## src/rtl/mvm_uart_pkg.sv

```systemverilog
// Shared constants and types for the UART receive path of mvm_uart_system.
// The beat width is derived from the MVM core geometry, so the receiver
// always packs exactly one K matrix plus one X vector per beat.
package mvm_uart_pkg;

    // Serial timing and framing
    localparam int CLOCKS_PER_PULSE = 4;   // clk cycles per UART bit, even and >= 4
    localparam int BITS_PER_WORD    = 8;   // data bits per UART frame

    // MVM core geometry
    localparam int R   = 8;                // matrix rows
    localparam int C   = 4;                // matrix columns / vector length
    localparam int W_X = 8;                // vector element width
    localparam int W_K = 8;                // matrix element width

    // One beat carries the whole K matrix followed by the X vector
    localparam int NUM_WORDS = (R * C * W_K + C * W_X) / BITS_PER_WORD;
    localparam int BEAT_W    = NUM_WORDS * BITS_PER_WORD;

    // Receiver FSM states
    typedef enum logic [1:0] {
        RX_IDLE  = 2'd0,
        RX_START = 2'd1,
        RX_DATA  = 2'd2,
        RX_STOP  = 2'd3
    } rx_state_e;

endpackage

```

## src/rtl/uart_rx_core.sv

```systemverilog
// 8N1 UART receiver: two-flop synchroniser, falling-edge start detection,
// mid-bit sampling FSM. Emits one-cycle byte_valid for frames with a good stop
// bit and a one-cycle frame_err for frames whose stop bit was sampled low.
module uart_rx_core
    import mvm_uart_pkg::*;
#(
    parameter int CLKS_PER_BIT = CLOCKS_PER_PULSE,
    parameter int DATA_BITS    = BITS_PER_WORD
) (
    input  logic                 clk,
    input  logic                 rst,
    input  logic                 rx,
    output logic [DATA_BITS-1:0] rx_byte,
    output logic                 byte_valid,
    output logic                 frame_err
);

    localparam int BIT_CNT_W  = $clog2(CLKS_PER_BIT);
    localparam int DATA_CNT_W = $clog2(DATA_BITS);

    // Start bit is checked at its middle; data and stop bits one full period apart
    localparam logic [BIT_CNT_W-1:0]  HALF_LAST = BIT_CNT_W'(CLKS_PER_BIT / 2 - 1);
    localparam logic [BIT_CNT_W-1:0]  FULL_LAST = BIT_CNT_W'(CLKS_PER_BIT - 1);
    localparam logic [DATA_CNT_W-1:0] DATA_LAST = DATA_CNT_W'(DATA_BITS - 1);

    logic                  rx_meta_reg;
    logic                  rx_sync_reg;
    logic                  rx_prev_reg;
    rx_state_e             state_reg;
    logic [BIT_CNT_W-1:0]  bit_cnt_reg;
    logic [DATA_CNT_W-1:0] data_cnt_reg;
    logic [DATA_BITS-1:0]  shift_reg;
    logic                  byte_valid_reg;
    logic                  frame_err_reg;
    logic                  start_edge;

    // Synchroniser and edge-history flops; preset high so reset looks like an idle line
    always_ff @(posedge clk or posedge rst) begin
        if (rst) begin
            rx_meta_reg <= 1'b1;
            rx_sync_reg <= 1'b1;
            rx_prev_reg <= 1'b1;
        end else begin
            rx_meta_reg <= rx;
            rx_sync_reg <= rx_meta_reg;
            rx_prev_reg <= rx_sync_reg;
        end
    end

    assign start_edge = rx_prev_reg & ~rx_sync_reg;

    // Frame FSM: qualify start bit, shift data LSB first, check stop bit
    always_ff @(posedge clk or posedge rst) begin
        if (rst) begin
            state_reg      <= RX_IDLE;
            bit_cnt_reg    <= '0;
            data_cnt_reg   <= '0;
            shift_reg      <= '0;
            byte_valid_reg <= 1'b0;
            frame_err_reg  <= 1'b0;
        end else begin
            byte_valid_reg <= 1'b0;
            frame_err_reg  <= 1'b0;
            case (state_reg)
                RX_IDLE: begin
                    bit_cnt_reg  <= '0;
                    data_cnt_reg <= '0;
                    if (start_edge) begin
                        state_reg <= RX_START;
                    end
                end
                RX_START: begin
                    if (bit_cnt_reg == HALF_LAST) begin
                        bit_cnt_reg <= '0;
                        // A line that is already high again was only a glitch
                        state_reg   <= rx_sync_reg ? RX_IDLE : RX_DATA;
                    end else begin
                        bit_cnt_reg <= bit_cnt_reg + 1'b1;
                    end
                end
                RX_DATA: begin
                    if (bit_cnt_reg == FULL_LAST) begin
                        bit_cnt_reg <= '0;
                        shift_reg   <= {rx_sync_reg, shift_reg[DATA_BITS-1:1]};
                        if (data_cnt_reg == DATA_LAST) begin
                            state_reg <= RX_STOP;
                        end else begin
                            data_cnt_reg <= data_cnt_reg + 1'b1;
                        end
                    end else begin
                        bit_cnt_reg <= bit_cnt_reg + 1'b1;
                    end
                end
                RX_STOP: begin
                    if (bit_cnt_reg == FULL_LAST) begin
                        bit_cnt_reg <= '0;
                        state_reg   <= RX_IDLE;
                        if (rx_sync_reg) begin
                            byte_valid_reg <= 1'b1;
                        end else begin
                            frame_err_reg <= 1'b1;
                        end
                    end else begin
                        bit_cnt_reg <= bit_cnt_reg + 1'b1;
                    end
                end
                default: begin
                    state_reg <= RX_IDLE;
                end
            endcase
        end
    end

    // The shift register is only rewritten in DATA, so it is stable while byte_valid is high
    assign rx_byte    = shift_reg;
    assign byte_valid = byte_valid_reg;
    assign frame_err  = frame_err_reg;

endmodule

```

## src/rtl/uart_rx_beat.sv

```systemverilog
// UART receive front end for the MVM core. Received bytes are packed into a
// NUM_WORDS-byte beat (first byte in the lowest bits) and handed over through
// a single-entry valid/ready output register. Reception never waits on the
// consumer: a beat completing while the output register is still occupied
// is dropped and reported on overrun.
module uart_rx_beat
    import mvm_uart_pkg::*;
(
    input  logic              clk,
    input  logic              rst,
    input  logic              rx,
    output logic [BEAT_W-1:0] m_data,
    output logic              m_valid,
    input  logic              m_ready,
    output logic              frame_err,
    output logic              overrun
);

    localparam int CNT_W = $clog2(NUM_WORDS);
    localparam logic [CNT_W-1:0] LAST_SLOT = CNT_W'(NUM_WORDS - 1);

    logic [BITS_PER_WORD-1:0] rx_byte;
    logic                     byte_valid;
    logic [BITS_PER_WORD-1:0] slot_reg [NUM_WORDS];
    logic [BEAT_W-1:0]        assembly;
    logic [CNT_W-1:0]         word_cnt_reg;
    logic                     beat_done_reg;
    logic [BEAT_W-1:0]        m_data_reg;
    logic                     m_valid_reg;
    logic                     overrun_reg;

    uart_rx_core #(
        .CLKS_PER_BIT (CLOCKS_PER_PULSE),
        .DATA_BITS    (BITS_PER_WORD)
    ) u_core (
        .clk        (clk),
        .rst        (rst),
        .rx         (rx),
        .rx_byte    (rx_byte),
        .byte_valid (byte_valid),
        .frame_err  (frame_err)
    );

    // One assembly slot per word; each slot loads only when the word counter points at it
    generate
        for (genvar gi = 0; gi < NUM_WORDS; gi++) begin : g_slot
            localparam logic [CNT_W-1:0] SLOT = CNT_W'(gi);

            // Capture the accepted byte into this slot
            always_ff @(posedge clk or posedge rst) begin
                if (rst) begin
                    slot_reg[gi] <= '0;
                end else if (byte_valid && (word_cnt_reg == SLOT)) begin
                    slot_reg[gi] <= rx_byte;
                end
            end

            assign assembly[gi*BITS_PER_WORD +: BITS_PER_WORD] = slot_reg[gi];
        end
    endgenerate

    // Word counter; wrapping past the last slot marks the beat as complete
    always_ff @(posedge clk or posedge rst) begin
        if (rst) begin
            word_cnt_reg  <= '0;
            beat_done_reg <= 1'b0;
        end else begin
            beat_done_reg <= 1'b0;
            if (byte_valid) begin
                if (word_cnt_reg == LAST_SLOT) begin
                    word_cnt_reg  <= '0;
                    beat_done_reg <= 1'b1;
                end else begin
                    word_cnt_reg <= word_cnt_reg + 1'b1;
                end
            end
        end
    end

    // Single-entry output register; a full, unaccepted register keeps its beat and flags overrun
    always_ff @(posedge clk or posedge rst) begin
        if (rst) begin
            m_data_reg  <= '0;
            m_valid_reg <= 1'b0;
            overrun_reg <= 1'b0;
        end else begin
            overrun_reg <= 1'b0;
            if (beat_done_reg) begin
                if (!m_valid_reg || m_ready) begin
                    m_data_reg  <= assembly;
                    m_valid_reg <= 1'b1;
                end else begin
                    overrun_reg <= 1'b1;
                end
            end else if (m_ready) begin
                m_valid_reg <= 1'b0;
            end
        end
    end

    assign m_data  = m_data_reg;
    assign m_valid = m_valid_reg;
    assign overrun = overrun_reg;

endmodule

```

## config.mk

```make
export PLATFORM = sky130hd
export DESIGN_NAME = uart_rx_beat
export DESIGN_NICKNAME = d
export VERILOG_FILES = /design/src/rtl/mvm_uart_pkg.sv /design/src/rtl/uart_rx_core.sv /design/src/rtl/uart_rx_beat.sv
export SDC_FILE = /design/constraint.sdc
export NUM_CORES = 1
export LEC_CHECK = 0
export ABC_AREA = 1
export BUFFER_PORTS_ARGS = -buffer_cell sky130_fd_sc_hd__buf_2
export CORE_ASPECT_RATIO = 1.75
export CORE_MARGIN = 3
export CORE_UTILIZATION = 55
export CTS_BUF_LIST = sky130_fd_sc_hd__clkbuf_4
export CTS_CLUSTER_DIAMETER = 150
export CTS_CLUSTER_SIZE = 30
export DETAILED_ROUTE_END_ITERATION = 10
export GPL_TIMING_DRIVEN = 0
export HOLD_SLACK_MARGIN = 0.15
export PLACE_DENSITY = 0.75
export RECOVER_POWER = 25
export SETUP_SLACK_MARGIN = 0.1
export SYNTH_ARGS = -nofsm -noshare
export SYNTH_HDL_FRONTEND = slang
export SYNTH_SLANG_ARGS = --single-unit
```

## constraint.sdc

```tcl
create_clock -name clk -period 23.4 [get_ports clk]
set_input_delay 2.34 -clock clk [delete_from_list [all_inputs] [get_ports clk]]
set_output_delay 2.34 -clock clk [all_outputs]
set_load 0.1 [all_outputs]
```

==> results by group <==
Detailed routing
  – WL final: 60400 um
  – Via count: between 15000 and 20000
  – Initial DRT Pass Iterations: 5
  – 1st-iter DRT viols: roughly 1300
  – DR WL met3: 2930 um
  – Met2 wire length: 31300 um
  – DRC: 0
  – Post-route ant nets: 0
  – WL/cell: 18.4 um
  – Via/cell ratio: approximately 5.4
  – Max Used Layer: met4
  – M1 WL: around 23000 um

Floorplanning
  – Die Area: about 44000 um2
  – Initial core utilization: a little under three fifths
  – Row cnt: 98
  – Chip Width: 161 um
  – Core ar.: between 40000 and 50000 um2
  – Die height: around 280 um
  – Boundary pin count: approximately 300

Power
  – Cell Int Power: around 0.0011 W
  – P per Cell Area: approximately 60 nW/um2
  – Tot Pwr: between 0.001 and 0.0015 W
  – Seq pwr share: a little under three quarters
  – Clock power share: around a quarter
  – Max rail drop VDD: ~66 uV
  – Leak pwr: around 14 nW
  – Comb pwr share: 3.3%
  – NetSw: about 0.00034 W
  – Net Sw Frac: a little under a quarter

STA
  – Final Cycle Share: a little under a quarter
  – Endpoints failing setup: 0
  – Actual slew at the worst max-slew pin: between 4000 and 5000 ps
  – Final worst slack: roughly 18000 ps
  – Max-slew violation count: between 100 and 150
  – Post-route minimum period: about 5400 ps
  – Max_slew headroom: -225%
  – Max frequency: about 190 MHz
  – Final Hold Violating Endpoints: 0
  – Worst Skew: 83.8 ps
  – RSZ-0062 raised after global routing: no
  – Hold slack: approximately 330 ps

Clocking
  – Number of CTS-inserted buffers: 24
  – Clk Latency, worst-skew pair: 890 ps
  – Htree depth: 1
  – CTS clk-pin slew, worst paths: 290 ps
  – Max clock buf depth: 3
  – Clock root buffer: clkbuf_4
  – Num Clock Sinks: 605
  – CTS tree: built
  – Post-CTS Setup Repair Bufs: 0
  – Post_cts resized: 0
  – CTS Hold Bufs: 0

GRT
  – Vias in the first global route: roughly 18000
  – Largest net degree at the start of global routing: 141
  – Global-route wire length before repair: just under 100000 um
  – Antenna violations before repair: 2
  – Grt total ovfl: 0
  – All-Layer GR Usage: 27.3%

Placed design
  – Area after DPL: around 25000 um2
  – HPWL Detailed: roughly 44000 um
  – Port Buf Inserts: 294
  – RD Place Congestion: ~0.90
  – Worst slack, placed: 18930 ps

Finish
  – Final core utilization: between 60% and 70%
  – Area grow syn2layout: 10.2%
  – Commonest non-fill, non-tap cell in the layout: nand2_1
  – Most frequent cells in the layout: nand2_1 (933), dfrtp_1 (602), buf_2 (302)
  – Final instance area: ~25000 um2
  – Nets: approximately 2700
  – Share of cells above drive strength 1: 13.3%

Synthesis
  – Mapped Nets: around 2400
  – Synthesized cell area: roughly 23000 um2
  – Sequential cell area fraction in the yosys report: roughly 66%
  – Syn Inst Count: 2381
  – Seq cells post-synth: 605
  – Synth unique cells: 23
  – Yosys warns: 0
  – Synthesized area per cell: 9.66 um2

Setup path
  – Critical path capture point type: asynchronous set/reset pin
  – Capturing point of the worst reg2reg path: assembly[71]$_DFFE_PP0P_
  – R2R Path Start: u_core.byte_valid$_DFF_PP0_
  – Worst endpoint required time: 24370 ps
  – Flop-to-flop setup slack: 20710 ps
  – Crit. Startpoint: rst
  – Arrival @ worst endpoint: 6360 ps
  – FF-to-FF path depth: 7
  – Crit Path Category: input pin to asynchronous set/reset pin
  – Crit path launch type: input pin
  – Worst-path fanout max: 140

Hold path
  – Type of the most critical hold path: flip-flop to flip-flop
  – Hold path cells: 0
  – Worst hold path endpoint: u_core.rx_sync_reg$_DFF_PP1_
  – Worst hold start: u_core.rx_meta_reg$_DFF_PP1_

Run status
  – Run status: finished, violations left
  – Failing checks: max-capacitance violations, max-slew violations

Flow run
  – MaxCap Viol Count: 1
## area by class of cell
| class | count | area (um2) |
|---|---|---|
| clock inverters | 1 | 30.0 |
| repair buffers | 298 | 1580 |
| multi-input cells | 1580 | 6820 |
| flip-flops and latches | 605 | 15100 |
| inverters | 39 | 148 |
| fillers | 3561 | 15700 |
| plain buffers | 157 | 601 |
| diodes | 2 | 5.00 |
| well taps | 550 | 688 |
| clock buffers | 43 | 323 |
## worst max-delay path by stage
| stage | cells after the start | end |
|---|---|---|
| 2_1_floorplan | 1 | asynchronous set/reset pin |
| 3_3_place_gp | 2 | m_data[148]$_DFFE_PP0P_ |
| 3_5_place_dp | 8 | m_data[141]$_DFFE_PP0P_ |
| 4_1_cts | 1 | m_data[43] |
| 5_1_grt | 4 | m_data[180]$_DFFE_PP0P_ |
| 6_report | 4 | assembly[222]$_DFFE_PP0P_ |
## synth_stat cells (all sizes together)
cell type | instances | share of area (%)
inv | 39 | 0.64
nor3 | 4 | 0.18
clkbuf | 110 | 1.8
nand3 | 294 | 6.4
dfstp | 3 | 0.34
dfrtp | 602 | 66
a21oi | 1 | 0.022
nand2 | 933 | 16
xor2 | 2 | 0.076
o21ai | 308 | 7.0
ha | 9 | 0.49
nor2 | 28 | 0.47
buf | 47 | 1.5
o21bai | 1 | 0.033
## kinds of logic after synthesis
kind of cell	synth area share [%]
AO/OA/AOI/OAI	7.07
XOR/XNOR	0.0762
AND/OR/NAND/NOR	22.6
adder cells (fa/ha/maj)	0.490
flip-flops	65.8
buffers and inverters	3.92
## power groups by stage
stage	clock network, W	registers (W)	logic [W]
CTS	0.000391	0.00106	0.0000500
global route	0.000427	0.00106	0.0000559
finish	0.000381	0.00106	0.0000485
detailed placement	0	0.00107	0.0000499
floorplan	0	0.00107	0.0000315
global placement	0	0.00107	0.0000445
## worst max-delay path, cell delays in order
cell        delay, ps
buf_2             100
clkinvlp_2       2680
buf_16            440
buf_16            490
## layer usage
layer  up-vias  track usage, %
met4         0            11.0
li1       8307               -
met3       148            2.77
met2       558            48.8
met5         -               0
met1      8660            33.8
## stage by stage
step                instances  TNS, ps
floorplan                2381        0
global placement         3225  -385600
detailed placement       3229        0
CTS                      3273        0
global route             3274        0
finish                   3275        0
Power figures use the tool's default switching activity.
